<file path="config.mk">
export PLATFORM = sky130hd
export DESIGN_NAME = fp_add_pipe
export DESIGN_NICKNAME = d
export VERILOG_FILES = /design/src/rtl/fp_add_pipe.sv
export SDC_FILE = /design/constraint.sdc
export NUM_CORES = 1
export LEC_CHECK = 0
export BUFFER_PORTS_ARGS = -buffer_cell sky130_fd_sc_hd__buf_2
export CORE_MARGIN = 2
export CORE_UTILIZATION = 62
export DETAILED_ROUTE_END_ITERATION = 10
export GPL_ROUTABILITY_DRIVEN = 0
export PLACE_DENSITY = 0.9
export SKIP_LAST_GASP = 1
export SLEW_MARGIN = 20
export SYNTH_ARGS = -nofsm -noshare
export SYNTH_HDL_FRONTEND = slang
export SYNTH_SLANG_ARGS = --single-unit
</file>
<file path="constraint.sdc">
create_clock -name CLK -period 9.2 [get_ports CLK]
set_input_delay 0.46 -clock CLK [delete_from_list [all_inputs] [get_ports CLK]]
set_output_delay 0.46 -clock CLK [all_outputs]
set_load 0.005 [all_outputs]
</file>
<file path="src/rtl/fp_add_pipe.sv">
// Pipelined floating-point adder/subtractor for any EXP_W/MANT_W format with valid/ready streaming.
// Define FP_ADD_RNE_EN for round-to-nearest-even; the default build truncates toward zero.
module fp_add_pipe #(
  parameter int EXP_W  = 5,
  parameter int MANT_W = 10
) (
  input  logic                  CLK,
  input  logic                  RESET,
  input  logic                  IN_VALID,
  output logic                  IN_READY,
  input  logic                  IN_SUB,
  input  logic [EXP_W+MANT_W:0] OP_A,
  input  logic [EXP_W+MANT_W:0] OP_B,
  output logic                  OUT_VALID,
  input  logic                  OUT_READY,
  output logic [EXP_W+MANT_W:0] Q,
  output logic                  FLAG_OVF,
  output logic                  FLAG_INV
);

  localparam int W    = 1 + EXP_W + MANT_W;
  localparam int MW   = MANT_W + 4;
  localparam int LZW  = $clog2(MW + 1);
  localparam int EMAX = (1 << EXP_W) - 1;
  localparam logic [EXP_W-1:0] EXP_ONES = '1;
  localparam logic [W-1:0] QNAN = {1'b0, EXP_ONES, 1'b1, {(MANT_W-1){1'b0}}};

  logic adv;
  logic out_valid_q;

  assign adv      = !out_valid_q || OUT_READY;
  assign IN_READY = adv;

  // ---------------- S1: decode / align ----------------
  logic                  sa, sb;
  logic [EXP_W-1:0]      ea, eb;
  logic [MANT_W-1:0]     ma, mb;
  logic                  a_zero, b_zero, a_inf, b_inf, a_nan, b_nan;
  logic [W-2:0]          mag_a, mag_b;
  logic                  swap;

  assign sa     = OP_A[W-1];
  assign ea     = OP_A[W-2 -: EXP_W];
  assign ma     = OP_A[MANT_W-1:0];
  assign sb     = OP_B[W-1] ^ IN_SUB;
  assign eb     = OP_B[W-2 -: EXP_W];
  assign mb     = OP_B[MANT_W-1:0];
  assign a_zero = (ea == '0);
  assign b_zero = (eb == '0);
  assign a_inf  = (ea == EXP_ONES) && (ma == '0);
  assign b_inf  = (eb == EXP_ONES) && (mb == '0);
  assign a_nan  = (ea == EXP_ONES) && (ma != '0);
  assign b_nan  = (eb == EXP_ONES) && (mb != '0);
  // Denormals compare as zero so they never win the swap.
  assign mag_a  = a_zero ? '0 : OP_A[W-2:0];
  assign mag_b  = b_zero ? '0 : OP_B[W-2:0];
  assign swap   = (mag_b > mag_a);

  logic                  s1_valid_d, s1_sign_d, s1_sub_d, s1_spec_d, s1_inv_d;
  logic [EXP_W-1:0]      s1_exp_d;
  logic [MW-1:0]         s1_big_d, s1_small_d;
  logic [W-1:0]          s1_spec_val_d;
  logic [EXP_W-1:0]      e_big, e_small, shamt;
  logic [MANT_W-1:0]     m_big, m_small;
  logic                  small_zero, sticky;
  logic [MW-1:0]         ext_small, aligned;

  assign s1_valid_d = IN_VALID;
  assign s1_sub_d   = sa ^ sb;

  always_comb begin
    s1_sign_d  = sa;
    e_big      = ea;
    e_small    = eb;
    m_big      = ma;
    m_small    = mb;
    small_zero = b_zero;
    if (swap) begin
      s1_sign_d  = sb;
      e_big      = eb;
      e_small    = ea;
      m_big      = mb;
      m_small    = ma;
      small_zero = a_zero;
    end
    ext_small = small_zero ? '0 : {1'b1, m_small, 3'b000};
    shamt     = e_big - e_small;
    sticky    = 1'b0;
    for (int i = 0; i < MW; i++) begin
      if (i < int'(shamt)) sticky = sticky | ext_small[i];
    end
    aligned    = (int'(shamt) >= MW) ? '0 : (ext_small >> shamt);
    aligned[0] = aligned[0] | sticky;
    s1_exp_d   = e_big;
    s1_big_d   = {1'b1, m_big, 3'b000};
    s1_small_d = aligned;
  end

  // Specials bypass the arithmetic and ride the pipeline as a finished word.
  always_comb begin
    s1_spec_d     = 1'b0;
    s1_inv_d      = 1'b0;
    s1_spec_val_d = '0;
    if (a_nan || b_nan || (a_inf && b_inf && (sa != sb))) begin
      s1_spec_d     = 1'b1;
      s1_inv_d      = 1'b1;
      s1_spec_val_d = QNAN;
    end else if (a_inf) begin
      s1_spec_d     = 1'b1;
      s1_spec_val_d = {sa, EXP_ONES, {MANT_W{1'b0}}};
    end else if (b_inf) begin
      s1_spec_d     = 1'b1;
      s1_spec_val_d = {sb, EXP_ONES, {MANT_W{1'b0}}};
    end else if (a_zero && b_zero) begin
      s1_spec_d     = 1'b1;
      s1_spec_val_d = {sa & sb, {(W-1){1'b0}}};
    end
  end

  logic                  s1_valid_q, s1_sign_q, s1_sub_q, s1_spec_q, s1_inv_q;
  logic [EXP_W-1:0]      s1_exp_q;
  logic [MW-1:0]         s1_big_q, s1_small_q;
  logic [W-1:0]          s1_spec_val_q;

  always_ff @(posedge CLK) begin
    if (RESET) begin
      s1_valid_q    <= 1'b0;
      s1_sign_q     <= 1'b0;
      s1_sub_q      <= 1'b0;
      s1_spec_q     <= 1'b0;
      s1_inv_q      <= 1'b0;
      s1_exp_q      <= '0;
      s1_big_q      <= '0;
      s1_small_q    <= '0;
      s1_spec_val_q <= '0;
    end else if (adv) begin
      s1_valid_q    <= s1_valid_d;
      s1_sign_q     <= s1_sign_d;
      s1_sub_q      <= s1_sub_d;
      s1_spec_q     <= s1_spec_d;
      s1_inv_q      <= s1_inv_d;
      s1_exp_q      <= s1_exp_d;
      s1_big_q      <= s1_big_d;
      s1_small_q    <= s1_small_d;
      s1_spec_val_q <= s1_spec_val_d;
    end
  end

  // ---------------- S2: add / subtract ----------------
  logic [MW:0]           s2_sum_d;
  logic                  s2_valid_q, s2_sign_q, s2_spec_q, s2_inv_q;
  logic [EXP_W-1:0]      s2_exp_q;
  logic [MW:0]           s2_sum_q;
  logic [W-1:0]          s2_spec_val_q;

  // The swap guarantees big >= small, so the difference never goes negative.
  assign s2_sum_d = s1_sub_q ? ({1'b0, s1_big_q} - {1'b0, s1_small_q})
                             : ({1'b0, s1_big_q} + {1'b0, s1_small_q});

  always_ff @(posedge CLK) begin
    if (RESET) begin
      s2_valid_q    <= 1'b0;
      s2_sign_q     <= 1'b0;
      s2_spec_q     <= 1'b0;
      s2_inv_q      <= 1'b0;
      s2_exp_q      <= '0;
      s2_sum_q      <= '0;
      s2_spec_val_q <= '0;
    end else if (adv) begin
      s2_valid_q    <= s1_valid_q;
      s2_sign_q     <= s1_sign_q;
      s2_spec_q     <= s1_spec_q;
      s2_inv_q      <= s1_inv_q;
      s2_exp_q      <= s1_exp_q;
      s2_sum_q      <= s2_sum_d;
      s2_spec_val_q <= s1_spec_val_q;
    end
  end

  // ---------------- S3: normalize / round / pack ----------------
  function automatic logic [LZW-1:0] lzc(input logic [MW-1:0] v);
    logic [LZW-1:0] n;
    logic           found;
    n     = '0;
    found = 1'b0;
    for (int i = MW - 1; i >= 0; i--) begin
      if (!found) begin
        if (v[i]) found = 1'b1;
        else      n = n + LZW'(1);
      end
    end
    return n;
  endfunction

  logic [MW-1:0]         norm_m;
  logic [LZW-1:0]        lz;
  int                    e_n;
  logic                  inc;
  logic [MANT_W+1:0]     mant_r;
  logic [MANT_W-1:0]     frac;
  logic [W-1:0]          res_d;
  logic                  ovf_d, inv_d;

  always_comb begin
    lz = lzc(s2_sum_q[MW-1:0]);
    if (s2_sum_q[MW]) begin
      norm_m    = s2_sum_q[MW:1];
      norm_m[0] = norm_m[0] | s2_sum_q[0];
      e_n       = int'(s2_exp_q) + 1;
    end else begin
      norm_m = s2_sum_q[MW-1:0] << lz;
      e_n    = int'(s2_exp_q) - int'(lz);
    end
`ifdef FP_ADD_RNE_EN
    inc = norm_m[2] & (norm_m[1] | norm_m[0] | norm_m[3]);
`else
    inc = 1'b0;
`endif
    mant_r = {1'b0, norm_m[MW-1:3]} + (MANT_W+2)'(inc);
    frac   = mant_r[MANT_W-1:0];
    if (mant_r[MANT_W+1]) begin
      frac = '0;
      e_n  = e_n + 1;
    end
    res_d = '0;
    ovf_d = 1'b0;
    inv_d = 1'b0;
    if (s2_spec_q) begin
      res_d = s2_spec_val_q;
      inv_d = s2_inv_q;
    end else if ((s2_sum_q == '0) || (e_n <= 0)) begin
      res_d = '0;
    end else if (e_n >= EMAX) begin
      res_d = {s2_sign_q, EXP_ONES, {MANT_W{1'b0}}};
      ovf_d = 1'b1;
    end else begin
      res_d = {s2_sign_q, EXP_W'(e_n), frac};
    end
  end

`ifndef FP_ADD_RNE_EN
  logic grs_unused;
  assign grs_unused = ^norm_m[2:0];
`endif

  logic [W-1:0] q_q;
  logic         ovf_q, inv_q;

  always_ff @(posedge CLK) begin
    if (RESET) begin
      out_valid_q <= 1'b0;
      q_q         <= '0;
      ovf_q       <= 1'b0;
      inv_q       <= 1'b0;
    end else if (adv) begin
      out_valid_q <= s2_valid_q;
      q_q         <= s2_valid_q ? res_d : '0;
      ovf_q       <= s2_valid_q && ovf_d;
      inv_q       <= s2_valid_q && inv_d;
    end
  end

  assign OUT_VALID = out_valid_q;
  assign Q         = q_q;
  assign FLAG_OVF  = ovf_q;
  assign FLAG_INV  = inv_q;

endmodule

</file>
### Word level (Yosys, flattened, before mapping)

Cells that the tools add are included.

* word-level logic and storage cells: 196
* register bits after elaboration: 110
* input bits: 37

* mux-type cells: 96
* add/sub/neg operators: 18
* reductions and logical operators: 21
* eq/ne operators: 3
* shift-type cells: 2
* bitwise logic cells: 18
* magnitude comparators: 18

Operators with widths (number)
* $mux 16: 7
* $mux 4: 26
* $mux 15: 4
* $add 4x1->4 const B: 13
* $mux 1: 51
* $ge 32x6->1 const B: 1
* $le 32x1->1 const B: 1
* $mux 32: 1
* $lt 4x5->1 const A: 6
* $mux 14: 2
* $logic_not 10->1: 2
* $lt 3x5->1 const A: 4
* $mux 10: 2
* $reduce_bool 10->1: 2
* $add 14x14->15: 1
* $gt 15x15->1: 1
* $logic_not 15->1: 1
* $or 1x1->1: 15
* $sub 14x14->15: 1
* $shl 14x4->13: 1
* $shr 14x5->14: 1
* $mux 13: 1
* $eq 5x5->1 const B: 2
* $logic_not 5->1: 2
* other kinds (13): 28

### Longest topological paths before layout

* depth after elaboration: 47
* mapped depth: 43
* depth with buffers taken out: 42

### Least setup slack after synthesis

OpenSTA, ideal clock, no wires.

* kind: register to register
* start point: register s2_sum_q[12]
* end point: register q_q[0], in the netlist Q[0]
* path buffers: 2
* cell stages (with the launch flop): 43
* clock period less this slack: 8.192 ns
* data arrival time: 8.121 ns
* setup time: 0.070 ns
* path slack: 1.008 ns
* required time: 9.130 ns
* cell sequence: dfxtp_1 clkbuf_1 inv_1 a21oi_1 ha_1 o31a_1 ha_1 nor2_1 xnor2_1 o21ai_0 and2_1 ha_1 nand2_1 o21a_1 ha_1 mux2i_1 nand2_1 o21ai_0 [... 7 more ...] mux2_2 ha_1 mux2i_1 nand2_1 o31ai_1 nand2_1 clkinv_1 fa_1 a21oi_1 nor2b_1 o32ai_1 xnor2_1 a31o_2 or4_1 nand2b_1 clkbuf_1 or4b_1 a21oi_1

* cells in the longest elaborated chain, start to end: 45

Ends and longest elaborated chain
* start, declared: line 153 `logic [MW:0] s2_sum_q;`
* start signal, assigned: line 175 `s2_sum_q <= s2_sum_d;`
* $mux 4: line 188 `if (v[i]) found = 1'b1;`
* $mux 4: line 187 `if (!found) begin`
* $add 4x1->4: line 189 `else n = n + LZW'(1);`
* $mux 4: line 188
* $mux 4: line 187
* $add 4x1->4: line 189
* $mux 4: line 188
* $mux 4: line 187
* [... 29 more ...]
* $mux 4: line 187
* $sub 5x4->6: line 212 `e_n = int'(s2_exp_q) - int'(lz);`
* $mux 32: line 206 `if (s2_sum_q[MW]) begin`
* $ge 32x6->1 or $le 32x1->1 (tied branches): line 233, 231
* $mux 15 or $logic_or 1x1->1 (tied branches): line 233, 231
* $mux 16 (*): line 231 `end else if ((s2_sum_q == '0) || (e_n <= 0)) begin`
* $mux 16 (*): line 228 `if (s2_spec_q) begin`
* $mux 16 (*): line 257 `q_q <= s2_valid_q ? res_d : '0;`
* end signal, assigned: line 257
* end, declared: line 246 `logic [W-1:0] q_q;`

Every way passes the cells marked *; elsewhere a longest branch is shown, timed or not.
A chain may end at the register's enable or synchronous reset.

### Worst setup path after layout

* start point: register s2_sum_q[13]
* end point: register q_q[0], in the netlist Q[0]

* cells in the longest elaborated chain, start to end: 47

Ends and longest elaborated chain (line)
* $mux 1: 188
* $add 4x1->4: 189
* $mux 4: 188
* $mux 4: 187
* $add 4x1->4: 189
* $mux 4: 188
* $mux 4: 187
* $add 4x1->4: 189
* [... 31 more ...]
* $mux 4: 187
* $sub 5x4->6: 212
* $mux 32: 206
* $ge 32x6->1 or $le 32x1->1 (tied branches): 233, 231
* $mux 15 or $logic_or 1x1->1 (tied branches): 233, 231
* $mux 16 (*): 231
* $mux 16 (*): 228
* $mux 16 (*): 257

Marked as above.

==> impl_summary.log <==
[metrics] run status: complete, no violations
[metrics] shortest clock period the worst path allows after layout: around 8.7 ns
[metrics] total clock buffers created by CTS: 9
[metrics] Die ar.: 13,500 um2
[metrics] setup TNS after final layout: 0 ns
[metrics] CP Launch Type: flop
[metrics] worst path arrival time: 8.99 ns
[metrics] xor/xnor share of the synthesized area: under 10%
[metrics] number of setup violations in the final report: 0
[metrics] WP data required: approximately 9.5 ns
[metrics] maximum number of pins on one net before global-route repair: 85
[metrics] Compound-Gate Fraction of Synth Area: a little under a quarter
[metrics] multiplexer fraction of the synthesized cell area: a little over a tenth
[metrics] overall via count from detail_route: between 8,000 and 9,000
[metrics] final worst setup slack: about 0.49 ns
[metrics] most used cell along the critical path: sky130_fd_sc_hd__ha_1
[metrics] number of enable-type register cells in the synthesized netlist: 0
[metrics] floorplan core area: 12,500 um2
[metrics] Post-Synthesis Cells: approximately 1,100
[metrics] ratio of final minimum period to clock period: a little over nine tenths
[metrics] Max-Cap Viols: 0
[metrics] proportion of synthesized chip area in sequential cells: between 20% and 30%
[metrics] number of synthesis warnings: 0
[metrics] Max-slew headroom: 30.2%
[metrics] switching fraction of total power: between 40% and 50%
[metrics] Area growth syn-to-layout: 8.52%
[metrics] first-pass GRT wire length: around 34 mm
[metrics] power share of the combinational group: about three fifths
[metrics] crit path launch: s2_sum_q[13]$_SDFFE_PP0P_
[metrics] htree depth: 3
[metrics] Max stage delay cell, worst path: sky130_fd_sc_hd__or4_1
[metrics] DP Worst Slack: about 0.38 ns
[metrics] main combinational cell family by area after synthesis: simple AND/OR/NAND/NOR gates
[metrics] clock transition at the register clock pins on the worst setup and hold paths after CTS: 0.07 ns
[metrics] total number of placement rows: 41
[metrics] net count of the finished layout: about 1,200
[metrics] Max Buffers Root-to-Sink: 2
[metrics] clk sinks: between 80 and 90
[metrics] net switching power: 0.995 mW
[metrics] port bufs: between 50 and 60
[metrics] worst setup path class: reg -> reg
[metrics] number of optimization iterations in the first detailed-route pass: 6
[metrics] area post-placement: between 8000 and 9000 um2
[metrics] actual slew at the worst max-slew pin: roughly 1.0 ns
[metrics] synthesized flop and latch total: around 80
[metrics] number of primary I/O pins: 57
[metrics] sort of element at the end of the critical path: flop
[metrics] delay of the slowest critical-path stage: about 0.57 ns
[metrics] largest fanout on the critical path: 9
[metrics] via count of the first global-routing pass: around 7,400
[metrics] Chip Height: 116 um
[metrics] Routed WL: roughly 21 mm
[metrics] Die X: approximately 120 um
[metrics] proportion of synthesized flip-flops having asynchronous set or reset: 0%
[metrics] clock latency at the later pin of the worst-skew pair: ~0.35 ns
[metrics] sequential fraction of design power: 21.4%
[metrics] Int Power: about 1.1 mW
[metrics] Lkg Pwr: around 3.5 nW
[metrics] routed wire length per instance: approximately 16 um
[metrics] count of antenna diodes in the layout: 0
[metrics] power per unit of standard cell area: 252 nW/um2
[metrics] achievable frequency: around 110 MHz
[metrics] ys flop type: sky130_fd_sc_hd__dfxtp_1
[metrics] Final Instance Area: between 8000 and 9000 um2
[metrics] Post-Synthesis Mean Instance Area: 7.26 um2
[metrics] Pwr Total: roughly 2.1 mW
[metrics] DR DRC count: 0
[metrics] antenna violations before repair: 0
[metrics] worst-case vdd ir drop: about 0.14 mV
[metrics] overflow left after global routing: 0
[metrics] final count of hold timing violations: 0
[metrics] Synth Area in Adders: 9.48%
[metrics] Synth Net Count: between 1,000 and 1,500
[metrics] launch point of the worst reg-to-reg path: s2_sum_q[13]$_SDFFE_PP0P_
[metrics] Worst Hold Class: in -> reg
[metrics] starting utilization of the core area: 62.7%
[metrics] average vias per placed instance: around 6.4
[metrics] part of the total power dissipated in the clock network: approximately 17%
[metrics] fraction of layout cells with a size suffix above 1: between 10% and 20%
[metrics] number of routed nets with antenna violations: 0
[metrics] count of cells along the worst hold path: 3
[metrics] cell at the root of the clock tree: sky130_fd_sc_hd__clkbuf_16
[metrics] logic depth of the worst register-to-register path: 38
[metrics] Slew Viols, Final: 0
[metrics] CTS tree: yes
[metrics] number of DRC markers in iteration 0: about 700
[metrics] Final Skew: approximately 0.010 ns
[metrics] beginning of the worst hold path: IN_VALID
[metrics] post-synth design cell area: ~7800 um2
[metrics] number of distinct library cells after synthesis: between 70 and 80
[metrics] basic-gate share of the synthesized area counting and, or, nand and nor cells: 25.8%
[metrics] Tot GR Track Use: 30.8%
[metrics] Post-DP HPWL: ~15 mm
==> flip-flops by register name, indices dropped and copies added (netlist names), 3 cells and up <==
register and cells:
Q 16, s2_sum_q 15, s1_small_q 14, s1_big_q 11, s1_exp_q 5, s2_exp_q 5
s1_spec_val_q 3, s2_spec_val_q 3
==> logic make-up after synthesis <==
kind of cell    Yosys count
flops                    82
simple gates            427
mux                      76
fa+ha+maj                58
buf+inv                 128
compound gates          278
xor+xnor                 27
==> synth_stat cells, types with 3 or more instances <==
cell | count | area (um2)
sky130_fd_sc_hd__nand2b_1 | 16 | 100
sky130_fd_sc_hd__mux2_2 | 9 | 101
sky130_fd_sc_hd__a21oi_1 | 87 | 435
sky130_fd_sc_hd__o21bai_1 | 8 | 60.1
sky130_fd_sc_hd__nand4_1 | 9 | 56.3
sky130_fd_sc_hd__or4_1 | 7 | 52.6
sky130_fd_sc_hd__and3_1 | 3 | 18.8
sky130_fd_sc_hd__a211oi_1 | 16 | 120
sky130_fd_sc_hd__or2_2 | 4 | 25.0
sky130_fd_sc_hd__nor2_1 | 115 | 432
sky130_fd_sc_hd__nor3_1 | 32 | 160
sky130_fd_sc_hd__nor2b_1 | 20 | 125
sky130_fd_sc_hd__clkbuf_1 | 54 | 203
sky130_fd_sc_hd__buf_1 | 13 | 48.8
sky130_fd_sc_hd__a21o_1 | 6 | 45.0
sky130_fd_sc_hd__nand3_1 | 23 | 115
sky130_fd_sc_hd__inv_1 | 56 | 210
sky130_fd_sc_hd__a311oi_1 | 18 | 158
sky130_fd_sc_hd__ha_1 | 56 | 701
sky130_fd_sc_hd__a21boi_0 | 3 | 22.5
sky130_fd_sc_hd__dfxtp_1 | 82 | 1640
sky130_fd_sc_hd__and2_1 | 14 | 87.6
sky130_fd_sc_hd__a221oi_1 | 4 | 35.0
sky130_fd_sc_hd__xor2_1 | 9 | 78.8
sky130_fd_sc_hd__o21ba_2 | 3 | 30.0
sky130_fd_sc_hd__nor4_1 | 10 | 62.6
sky130_fd_sc_hd__nand2_1 | 143 | 537
sky130_fd_sc_hd__o311ai_0 | 3 | 26.3
sky130_fd_sc_hd__a22oi_1 | 16 | 120
sky130_fd_sc_hd__o31ai_1 | 13 | 97.6
sky130_fd_sc_hd__nor3b_1 | 3 | 22.5
sky130_fd_sc_hd__o211ai_1 | 4 | 30.0
sky130_fd_sc_hd__mux2i_1 | 61 | 611
sky130_fd_sc_hd__nand3b_1 | 4 | 30.0
sky130_fd_sc_hd__o31a_1 | 4 | 35.0
sky130_fd_sc_hd__xnor2_1 | 16 | 140
sky130_fd_sc_hd__or3_1 | 12 | 75.1
sky130_fd_sc_hd__o21ai_0 | 48 | 240
sky130_fd_sc_hd__mux4_2 | 4 | 90.1
sky130_fd_sc_hd__a31oi_1 | 5 | 31.3
sky130_fd_sc_hd__a211o_1 | 9 | 78.8
sky130_fd_sc_hd__o21a_1 | 5 | 37.5
==> cells in the final DEF, fill, tap and decap left out, types with 4 or more instances in the layout <==
master and n:
sky130_fd_sc_hd__nand2_1 143, sky130_fd_sc_hd__nor2_1 113, sky130_fd_sc_hd__a21oi_1 86, sky130_fd_sc_hd__dfxtp_1 80, sky130_fd_sc_hd__mux2i_1 61, sky130_fd_sc_hd__ha_1 56, sky130_fd_sc_hd__buf_2 56, sky130_fd_sc_hd__inv_1 55
sky130_fd_sc_hd__o21ai_0 47, sky130_fd_sc_hd__nor3_1 31, sky130_fd_sc_hd__nand3_1 23, sky130_fd_sc_hd__nor2b_1 19, sky130_fd_sc_hd__a311oi_1 18, sky130_fd_sc_hd__a22oi_1 16, sky130_fd_sc_hd__a211oi_1 16, sky130_fd_sc_hd__xnor2_1 16
sky130_fd_sc_hd__nand2b_1 15, sky130_fd_sc_hd__and2_1 14, sky130_fd_sc_hd__or3_1 12, sky130_fd_sc_hd__o31ai_1 11, sky130_fd_sc_hd__buf_4 11, sky130_fd_sc_hd__nor4_1 10, sky130_fd_sc_hd__nand4_1 9, sky130_fd_sc_hd__xor2_1 9
sky130_fd_sc_hd__a211o_1 9, sky130_fd_sc_hd__mux2_2 9, sky130_fd_sc_hd__clkbuf_16 9, sky130_fd_sc_hd__o21bai_1 8, sky130_fd_sc_hd__or4_1 7, sky130_fd_sc_hd__a21o_1 6, sky130_fd_sc_hd__o21a_1 5, sky130_fd_sc_hd__a31oi_1 5
sky130_fd_sc_hd__nand3b_1 4, sky130_fd_sc_hd__o31a_1 4, sky130_fd_sc_hd__o211ai_1 4, sky130_fd_sc_hd__a221oi_1 4, sky130_fd_sc_hd__or2_2 4, sky130_fd_sc_hd__mux4_2 4
==> per-stage QoR <==
| step | cells | hold WS [ns] | util [%] |
|---|---|---|---|
| after floorplan | 1076 | 0.431 | - |
| after global routing | 1262 | 0.358 | 68.0 |
| after global placement | 1244 | 0.439 | 65.2 |
| after detailed placement | 1244 | 0.444 | 65.2 |
| after CTS | 1260 | 0.364 | 67.6 |
| final | 1262 | 0.356 | 68.0 |
==> metal layers <==
| layer | wire length (um) | track usage (%) | share of wire (%) | vias up |
|---|---|---|---|---|
| li1 | - | - | - | 3868 |
| met4 | 743 | 13.5 | 3.6 | 0 |
| met1 | 8660 | 39.1 | 42 | 3712 |
| met5 | 0 | 0 | 0 | - |
| met3 | 1390 | 5.14 | 6.7 | 82 |
| met2 | 9790 | 51.6 | 48 | 354 |
==> area by class of cell <==
type,count,area (um2)
tap,172,215
inverter,59,225
multi-input combinational,866,5730
clock inverter,7,76.3
fill,1025,3980
timing repair buffer,67,363
sequential,82,1640
clock buffer,9,225
==> final timing paths <==
check                                 end  slack, ns
setup reg to reg        Q[0]$_SDFFE_PP0P_       0.49
setup / recovery        Q[0]$_SDFFE_PP0P_       0.49
hold reg to reg        Q[14]$_SDFFE_PP0P_       0.45
hold / removal    s1_valid_q$_SDFFE_PP0P_       0.36
==> worst max-delay path, delay by kind of cell (launching register included) <==
kind,cells,cell delay (ns)
simple gates,15,3.01
buf+inv,1,0.21
compound gates,10,1.56
fa+ha+maj,8,2.61
flops,1,0.54
xor+xnor,1,0.14
mux,3,0.55
==> repair_timing <==
action / in CTS / in global routing
gates resized for setup: 0 / 12
buffers inserted: 0 / 2
endpoints found under the setup margin: 0 / 14
hold buffers: 0 / 0
==> power by group through the flow <==
stage / clock, mW / sequential [mW] / combinational, mW
detailed placement: 0 / 0.462 / 1.21
global placement: 0 / 0.460 / 1.17
floorplan: 0 / 0.424 / 0.998
global route: 0.383 / 0.464 / 1.43
CTS: 0.365 / 0.454 / 1.23
finish: 0.365 / 0.457 / 1.31
No activity file was read; power rests on OpenSTA's default activity.
